`src/rtl/fetch_pc_gen_pkg.sv`:
```
// Shared types and constants for the instruction-fetch next-PC stage.
package fetch_pc_gen_pkg;

    localparam int INSTR_BYTES = 4;

    // Widest possible BTB tag (pc[31:2] with a zero-bit index); narrower
    // tags are zero-extended into this field.
    localparam int BTB_TAG_W_MAX = 30;

    typedef enum logic [1:0] {
        BOOT   = 2'd0,
        RUN    = 2'd1,
        REFILL = 2'd2
    } fetch_state_t;

    typedef struct packed {
        logic                     valid;
        logic [BTB_TAG_W_MAX-1:0] tag;
        logic [31:0]              target;
    } btb_entry_t;

endpackage

```
`src/rtl/fetch_btb.sv`:
```
// Direct-mapped branch target buffer: one combinational lookup port and
// one write port. Only the valid bits are reset; tags and targets are not.
// A write and a lookup on the same index in one cycle return the old entry.
module fetch_btb
    import fetch_pc_gen_pkg::*;
#(
    parameter int IDX_BITS = 4
) (
    input  logic        clk,
    input  logic        rst_n,
    input  logic [31:2] rd_pc_i,
    output logic        rd_hit_o,
    output logic [31:0] rd_target_o,
    input  logic        wr_en_i,
    input  logic [31:2] wr_pc_i,
    input  logic [31:0] wr_target_i
);

    localparam int ENTRIES = 2 ** IDX_BITS;
    localparam int TAG_W   = 30 - IDX_BITS;

    logic [ENTRIES-1:0] valid_q;
    logic [ENTRIES-1:0] valid_d;
    logic [TAG_W-1:0]   tag_q    [ENTRIES];
    logic [31:0]        target_q [ENTRIES];

    logic [IDX_BITS-1:0] rd_idx;
    logic [IDX_BITS-1:0] wr_idx;
    logic [TAG_W-1:0]    rd_tag;
    logic [TAG_W-1:0]    wr_tag;
    btb_entry_t          rd_entry;

    assign rd_idx = rd_pc_i[IDX_BITS+1:2];
    assign rd_tag = rd_pc_i[31:IDX_BITS+2];
    assign wr_idx = wr_pc_i[IDX_BITS+1:2];
    assign wr_tag = wr_pc_i[31:IDX_BITS+2];

    // Assemble the indexed entry and compare tags for a hit.
    always_comb begin
        rd_entry.valid  = valid_q[rd_idx];
        rd_entry.tag    = {{IDX_BITS{1'b0}}, tag_q[rd_idx]};
        rd_entry.target = target_q[rd_idx];
        rd_hit_o        = rd_entry.valid && (rd_entry.tag == {{IDX_BITS{1'b0}}, rd_tag});
        rd_target_o     = rd_entry.target;
    end

    // Next valid vector: a write marks its entry valid.
    always_comb begin
        valid_d = valid_q;
        if (wr_en_i) begin
            valid_d[wr_idx] = 1'b1;
        end
    end

    // Valid bits, cleared on reset.
    always_ff @(posedge clk or negedge rst_n) begin
        if (!rst_n) begin
            valid_q <= '0;
        end else begin
            valid_q <= valid_d;
        end
    end

    // Tag and target storage, written without reset.
    always_ff @(posedge clk) begin
        if (wr_en_i) begin
            tag_q[wr_idx]    <= wr_tag;
            target_q[wr_idx] <= wr_target_i;
        end
    end

endmodule

```
`src/rtl/fetch_pc_gen.sv`:
```
// Instruction-fetch next-PC stage: fetch PC register, BTB, next-PC select
// and EX mispredict redirect.
// Optional feature macro: FETCH_PERF_CNT_EN adds saturating performance
// counters (branches, mispredicts, BTB hits on valid fetches).
//
// state  | meaning
// BOOT   | first cycle after reset release, PC held, fetch not valid
// RUN    | normal fetch
// REFILL | cycle after a redirect, fetch not valid
module fetch_pc_gen
    import fetch_pc_gen_pkg::*;
#(
    parameter logic [31:0] RESET_PC     = 32'h0000_0000,
    parameter int          BTB_IDX_BITS = 4
) (
    input  logic        clk,
    input  logic        rst_n,
    input  logic        stall_i,
    input  logic        imem_ready_i,
    input  logic        prediction_i,
    output logic [31:0] if_pc_o,
    output logic        if_valid_o,
    output logic        if_pred_taken_o,
    output logic [31:0] if_pred_target_o,
    input  logic        ex_resolve_i,
    input  logic [31:0] ex_pc_i,
    input  logic        ex_taken_i,
    input  logic [31:0] ex_target_i,
    input  logic        ex_pred_taken_i,
    input  logic [31:0] ex_pred_target_i,
    output logic        redirect_o,
    output logic [31:0] redirect_pc_o
`ifdef FETCH_PERF_CNT_EN
    ,
    output logic [31:0] perf_branches_o,
    output logic [31:0] perf_mispredicts_o,
    output logic [31:0] perf_btb_hits_o
`endif
);

    localparam logic [31:0] RESET_PC_ALIGNED = {RESET_PC[31:2], 2'b00};
    localparam logic [31:0] STEP             = 32'(INSTR_BYTES);

    fetch_state_t state_q, state_d;
    logic [31:0]  pc_q, pc_d;

    logic        btb_hit;
    logic [31:0] btb_target;
    logic        mispredict;
    logic        hold;

    fetch_btb #(
        .IDX_BITS (BTB_IDX_BITS)
    ) u_btb (
        .clk         (clk),
        .rst_n       (rst_n),
        .rd_pc_i     (pc_q[31:2]),
        .rd_hit_o    (btb_hit),
        .rd_target_o (btb_target),
        .wr_en_i     (ex_resolve_i && ex_taken_i),
        .wr_pc_i     (ex_pc_i[31:2]),
        .wr_target_i (ex_target_i)
    );

    // Prediction, mispredict detection and fetch-valid outputs.
    always_comb begin
        if_pc_o          = pc_q;
        if_pred_taken_o  = btb_hit && prediction_i;
        if_pred_target_o = if_pred_taken_o ? btb_target : pc_q + STEP;
        mispredict       = ex_resolve_i &&
                           ((ex_taken_i != ex_pred_taken_i) ||
                            (ex_taken_i && (ex_target_i != ex_pred_target_i)));
        // Redirect is forced low while reset is asserted.
        redirect_o       = mispredict && rst_n;
        redirect_pc_o    = ex_taken_i ? ex_target_i : ex_pc_i + STEP;
        hold             = stall_i || !imem_ready_i || (state_q == BOOT);
        if_valid_o       = (state_q == RUN) && imem_ready_i && !stall_i && !redirect_o;
    end

    // Next-PC select and FSM next state; redirect beats stall.
    always_comb begin
        pc_d    = pc_q;
        state_d = state_q;
        if (redirect_o) begin
            pc_d = {redirect_pc_o[31:2], 2'b00};
        end else if (hold) begin
            pc_d = pc_q;
        end else begin
            pc_d = {if_pred_target_o[31:2], 2'b00};
        end
        if (redirect_o) begin
            state_d = REFILL;
        end else begin
            case (state_q)
                BOOT:    state_d = RUN;
                RUN:     state_d = RUN;
                REFILL:  state_d = RUN;
                default: state_d = BOOT;
            endcase
        end
    end

    // PC and state registers.
    always_ff @(posedge clk or negedge rst_n) begin
        if (!rst_n) begin
            pc_q    <= RESET_PC_ALIGNED;
            state_q <= BOOT;
        end else begin
            pc_q    <= pc_d;
            state_q <= state_d;
        end
    end

`ifdef FETCH_PERF_CNT_EN
    logic [31:0] perf_br_q, perf_br_d;
    logic [31:0] perf_mp_q, perf_mp_d;
    logic [31:0] perf_hit_q, perf_hit_d;

    // Saturating event counters.
    always_comb begin
        perf_br_d  = perf_br_q;
        perf_mp_d  = perf_mp_q;
        perf_hit_d = perf_hit_q;
        if (ex_resolve_i && (perf_br_q != 32'hFFFF_FFFF)) begin
            perf_br_d = perf_br_q + 32'd1;
        end
        if (redirect_o && (perf_mp_q != 32'hFFFF_FFFF)) begin
            perf_mp_d = perf_mp_q + 32'd1;
        end
        if (btb_hit && if_valid_o && (perf_hit_q != 32'hFFFF_FFFF)) begin
            perf_hit_d = perf_hit_q + 32'd1;
        end
    end

    // Counter registers.
    always_ff @(posedge clk or negedge rst_n) begin
        if (!rst_n) begin
            perf_br_q  <= '0;
            perf_mp_q  <= '0;
            perf_hit_q <= '0;
        end else begin
            perf_br_q  <= perf_br_d;
            perf_mp_q  <= perf_mp_d;
            perf_hit_q <= perf_hit_d;
        end
    end

    assign perf_branches_o    = perf_br_q;
    assign perf_mispredicts_o = perf_mp_q;
    assign perf_btb_hits_o    = perf_hit_q;
`endif

endmodule
```
`config.mk`:
```
export PLATFORM = sky130hd
export DESIGN_NAME = fetch_pc_gen
export DESIGN_NICKNAME = d
export VERILOG_FILES = /design/src/rtl/fetch_pc_gen_pkg.sv /design/src/rtl/fetch_btb.sv /design/src/rtl/fetch_pc_gen.sv
export SDC_FILE = /design/constraint.sdc
export NUM_CORES = 1
export LEC_CHECK = 0
export ABC_AREA = 0
export ABC_CLOCK_PERIOD_IN_PS = 3800
export CAP_MARGIN = 30
export CORE_UTILIZATION = 45
export CTS_BUF_LIST = sky130_fd_sc_hd__clkbuf_2
export DETAILED_ROUTE_END_ITERATION = 12
export MAX_ROUTING_LAYER = met4
export PLACE_DENSITY = 0.62
export RECOVER_POWER = 100
export SLEW_MARGIN = 20
export SYNTH_ARGS = -nofsm -noshare
export SYNTH_HDL_FRONTEND = slang
export SYNTH_SLANG_ARGS = --single-unit
```
`constraint.sdc`:
```
create_clock -name clk -period 3.8 [get_ports clk]
set_clock_uncertainty 0.15 [all_clocks]
set_input_delay 0.38 -clock clk [delete_from_list [all_inputs] [get_ports clk]]
set_output_delay 0.38 -clock clk [all_outputs]
set_load 0.03 [all_outputs]
```
# ---- Yosys cells after proc, flatten, opt, wreduce, memory -nomap -nowiden
# Memory sizes are Yosys's and may differ from the RTL's.
# Index checks and enable logic that the tools add are counted.
dict set report classes {
  add_sub_neg 2
  magnitude_cmp 3
  eq_ne 6
  n_mux 12
  n_bitwise 1
  reduce_logical 18
}
# operator n
set ops {}
lappend ops {{32-bit two-way mux} 4}
lappend ops {{32-bit by 3-bit adder with 32-bit output (second input constant)} 2}
lappend ops {{32-bit inequality test} 1}
lappend ops {{26-bit equality test} 1}
lappend ops {{16-bit OR} 1}
lappend ops {{1-bit logical AND} 10}
lappend ops {{4-bit by 5-bit < comparator with 1-bit output (second input constant)} 2}
lappend ops {{1-bit two-way mux} 5}
lappend ops {{1-bit binary-select mux with 4-bit select} 1}
lappend ops {{1-bit demux with 4-bit select} 1}
lappend ops {{4-bit by 1-bit >= comparator with 1-bit output (second input constant)} 1}
lappend ops {{1-bit logical NOT} 3}
lappend ops {{1-bit logical OR} 3}
lappend ops {{3-bit OR reduction} 1}
lappend ops {{2-bit by 1-bit equality test with 1-bit output (second input constant)} 1}
lappend ops {{2-bit equality test (second input constant)} 1}
lappend ops {{2-bit logical NOT} 1}
lappend ops {{2-bit two-way mux} 1}
lappend ops {{2-bit inequality test (second input constant)} 1}
lappend ops {{1-bit inequality test} 1}
dict set report totals {
  regBits 50
  ramBits 928
  input_bits 104
  memories 2
}
# memory depth word_bits rd rd_clocked_by_memory_dff write_ports line_no
set mem_list {}
lappend mem_list {u_btb.target_q 16 32 1 0 1 fetch_btb.sv:25} ;# logic [31:0] target_q [ENTRIES];
lappend mem_list {u_btb.tag_q 16 26 1 0 1 fetch_btb.sv:24} ;# logic [TAG_W-1:0] tag_q [ENTRIES];

# ---- Logic depth before layout (Yosys ltp)
dict set report logic_depth {
  depth_word 7
  depth_mapped 17
  ltp_nobuf 10
}

# ---- By module
# From an unflattened synthesis, not the netlist that was laid out.
dict set report unflattened {
  hier_cells 2023
  area_unflattened_um2 40357.5
}
# mod instances cells_per_inst area_per_inst_um2 seq_area_each_um2
set by_module_without_submodules {}
lappend by_module_without_submodules {fetch_btb 1 1480 36206.0 28267.1}
lappend by_module_without_submodules {fetch_pc_gen 1 543 4151.5 800.8}

# ---- Worst setup path before layout
# No wires, ideal clock.
dict set report synth_timing {
  path_kind {input to register}
  start {input port ex_taken_i}
  end {register u_btb.valid_q[0]}
  arrival_ns 5.558
  required_ns 3.561
  path_slack_ns -1.997
  cell_stages 5
  n_path_buf 2
  cell_sequence {clkbuf_1 -> clkbuf_1 -> nand3_1 -> nor3_1 -> or2_2}
}
dict set report synth_between {
  elab_chain_cells 1
}
# item line_no
set synth_lines {}
lappend synth_lines {{start: declaration} fetch_pc_gen.sv:27} ;# input logic ex_taken_i,
lappend synth_lines {{1-bit logical AND} fetch_pc_gen.sv:60} ;# .wr_en_i (ex_resolve_i && ex_taken_i),
lappend synth_lines {{end signal: assignment} fetch_btb.sv:60} ;# valid_q <= valid_d;
lappend synth_lines {{end: declaration} fetch_btb.sv:22} ;# logic [ENTRIES-1:0] valid_q;
# No other way between the ends.
# A chain may end at the register's enable or synchronous reset.

# ---- Final worst setup path
dict set report layout_timing {
  start {register pc_q[2] (netlist: if_pc_o[2])}
  end {output port if_pred_target_o[9]}
}
dict set report layout_between {
  elab_chain_cells 5
  word_cells_on_any_way 9
  classes_between {1 x add/sub; 1 x eq/ne; 3 x mux; 2 x reduce/logical; 2 x memory}
}
# item line_no
set layout_lines {}
lappend layout_lines {{start: declaration} fetch_pc_gen.sv:45} ;# logic [31:0] pc_q, pc_d;
lappend layout_lines {{start signal: assignment} fetch_pc_gen.sv:109} ;# pc_q <= pc_d;
lappend layout_lines {{memory 16 x 26 bit or 1-bit binary-select mux with 4-bit select (tied branches)} -}
lappend layout_lines {{26-bit equality test or 1-bit two-way mux (tied branches)} {fetch_btb.sv:43, fetch_btb.sv:40}}
lappend layout_lines {{1-bit logical AND} fetch_btb.sv:43} ;# rd_hit_o = rd_entry.valid && (rd_entry.tag == {{IDX_BITS{1'b0}}, rd_tag});
lappend layout_lines {{1-bit logical AND} fetch_pc_gen.sv:68} ;# if_pred_taken_o = btb_hit && prediction_i;
lappend layout_lines {{32-bit two-way mux (*)} fetch_pc_gen.sv:69} ;# if_pred_target_o = if_pred_taken_o ? btb_target : pc_q + STEP;
lappend layout_lines {{end: declaration} fetch_pc_gen.sv:24} ;# output logic [31:0] if_pred_target_o,
# Every way passes the cells marked *; elsewhere a longest branch is shown, timed or not. The select of a mux whose other input is x is not followed.

==> out/results.ini <==
[worst_hold_path]
hp-start = ex_pc_i[3]
hold_class = input pin to register
worstHoldEndpoint = if_pc_o[5]
hold_depth = 8

[global_route]
grt_pass1_wl_um = 196000
grt_pass1_vias = 27100
antenna_found_initial = 6
overflow = 0
grt_start_max_net_pins = 54
grtUsageTotal = 0.313

[detailed_routing]
vias = 26700
drtIter0Drc = 2932
via_per_inst = 5.99
wl_per_cell_um = 31.4
drt_wl_total_um = 140000
ant_nets = 0
first_pass_iters = 5
drt_drc_violations_left = 0

[setup_path]
r2r-end = if_pc_o[25]
cp-start-kind = register
crit_fanout = 12
path_cells = buf_12 -> clkbuf_4 -> mux4_2 -> nor2_1 -> nor2_1 -> o21ai_1 -> buf_4 -> nand3b_1 -> or4b_4 -> or4_4 -> clkbuf_16 -> nor2_4 -> nor2_4 -> buf_6
r2r_slack_ns = -0.61
cp.arrival_ns = 5.37
path_buf_inv = 5
cp-end-kind = output pin
crit_type = register to output pin
cp_slowest_cell = or4_4
required_ns = 3.27
crit_family = simple AND/OR/NAND/NOR gates
timing.rr.start = if_pc_o[2]
reg2reg_depth = 16
cp_slowest_stage_delay_ns = 0.71

[clocking]
cts-root-buf = clkbuf_2
clockBufferDepth = 3
insertion_delay_ns = 1.55
cts_buffers = 235
clkTransAtPathRegs_ns = 0.10
ctsHtreeMaxLevel = 4
cts_sinks = 976
cts_tree = done

[cells_and_area]
layout_common_cells = edfxtp_1 (928), clkbuf_2 (357), buf_4 (249)
nets = 3210
final_common_cell = edfxtp_1
area_growth_pct = 25.1
drive_above_1_share = 0.357
fin_area_um2 = 51400
final_cells = 4460
fill_cells = 7192

[run_status]
failed_checks = max-capacitance violations, max-slew violations, negative setup slack
outcome = finished, violations left

[synth]
synth_top_flop_cell = edfxtp_1
ys_ff_latch = 976
synth_warnings = 0
postSynthAreaPerCell_um2 = 17.9
synth_edf_count = 928
syn-cell-area_um2 = 41100
synth-seq-area-share = 0.707
yosysUniqueCellTypes = 75
postSynth.asyncResetShare = 0.0492
syn_inst = 2295

[timing]
fin_ws_ns = -2.10
finalCritPeriodShare = 1.55
hold_viol = 0
finalSetupTns_ns = -88.75
setup_viol = 92
relSlewSlack = -1.11
worst_pin_slew_ns = 3.16
drv_slew = 728
min_period_ns = 5.90
rsz0062_at_grt = yes
fmax_mhz = 169

[placement]
place_area_um2 = 48300
portBuffers = 200
gp_congestion = 0.961
placedCellCount = 3926
dp_slack_ns = -0.793
dpl.hpwl_um = 89100

[job]
maxCapViolCount = 17

[power]
p_leak_nw = 17.8
vdd_drop_max_uv = 291
total_power_mw = 28.6
power_density_nw_per_um2 = 557

[floorplanning]
ios = 203
fp-row-count = 110
dieArea_um2 = 92600
start_util = 0.455
fp.dieW_um = 304
design.core.area_um2 = 90300
die_y_um = 304

registers in the layout, indices dropped and copies added (netlist names):
signal          count
u_btb.target_q    512
u_btb.tag_q       416
state_q             2
if_pc_o            30
u_btb.valid_q      16
synth_stat cells (10+ instances only):
library cell  count  area, um2
nand2_1         127        477
buf_2            22        110
buf_4            27        203
nand4_1          18        113
inv_1            25       93.8
clkbuf_1         64        240
mux2_2           19        214
xnor2_1          54        473
nand3_1          38        190
or2_2            19        119
a21oi_1          40        200
nor2_1          130        488
o21ai_1          10       50.1
o22ai_1          11       68.8
a31oi_1          10       62.6
xor2_1           51        447
o21ai_0          81        405
mux4_2          227       5110
nor4_1           10       62.6
edfxtp_1        928      27900
nor3_1           20        100
a22oi_1          15        113
and2_1           11       68.8
and3_1           29        181
nor3b_1          29        218
dfrtp_1          48       1200
mux2i_1          94        941
what timing repair did:
action                                  in CTS  in global routing
hold endpoints to repair                  1901                  3
hold buffers                                93                  1
cloned                                       1                  1
buffers inserted                            16                  5
endpoints found under the setup margin      70                 72
resized for setup                          150                 54
pin swaps                                   21                 17
area by class of cell:
cell class	instances	area, um2	area share
Sequential cell	976	29100	0.565
Multi-Input combinational cell	1163	12200	0.238
Timing Repair Buffer	698	6420	0.125
Clock buffer	340	1700	0.0331
Tap cell	1176	1470	0.0286
Clock inverter	76	425	0.00827
Inverter	27	110	0.00214
Antenna cell	4	10.0	0.000195
through the flow:
step	util	hold WS (ns)
finish	0.570	0.143
global route	0.570	0.0452
CTS	0.575	0.00689
detailed placement	0.535	0.296
global placement	0.535	0.293
floorplan	-	-0.0656
power breakdown:
part	leakage [nW]	internal (mW)	switching (mW)
Sequential	8.94	12.0	0.238
Combinational	7.25	4.48	5.08
Clock	1.61	2.60	4.23
Total	17.8	19.1	9.55
how the worst max path moves through the flow:
| stage | from | end | cells past startpoint |
|---|---|---|---|
| floorplan | ex_taken_i | u_btb.tag_q[4][0] | 4 |
| CTS | if_pc_o[3] | if_pred_target_o[14] | 14 |
| detailed placement | if_pc_o[3] | if_pred_target_o[14] | 16 |
| finish | if_pc_o[2] | if_pred_target_o[9] | 14 |
| global placement | if_pc_o[3] | if_pred_target_o[11] | 16 |
| global route | if_pc_o[3] | if_pred_target_o[14] | 18 |
tightest hold or removal path, cell delays in order:
cell	delay, ns
clkdlybuf4s50_1	0.45
buf_4	0.18
nand3_1	0.09
xor2_1	0.06
o21ai_1	0.31
and2_1	0.17
a31oi_1	0.04
o21ai_1	0.06
layer usage:
| metal | GRT usage | wire, um | up-vias |
|---|---|---|---|
| li1 | - | - | 11000 |
| met2 | 0.473 | 64600 | 1636 |
| met4 | 0.109 | 4990 | 0 |
| met1 | 0.420 | 56200 | 13900 |
| met5 | - | 0 | - |
| met3 | 0.0712 | 14300 | 257 |
logic make-up after synthesis:
| group | share of synthesized area |
|---|---|
| buffers and inverters | 0.0193 |
| and+or+nand+nor | 0.0569 |
| DFF | 0.707 |
| AOI/OAI and AO/OA | 0.0358 |
| xor gates and xnor gates | 0.0224 |
| other | 0.0000912 |
| adders and majority gates | 0.00152 |
| muxes | 0.157 |
(Power assumes the default switching activity.)
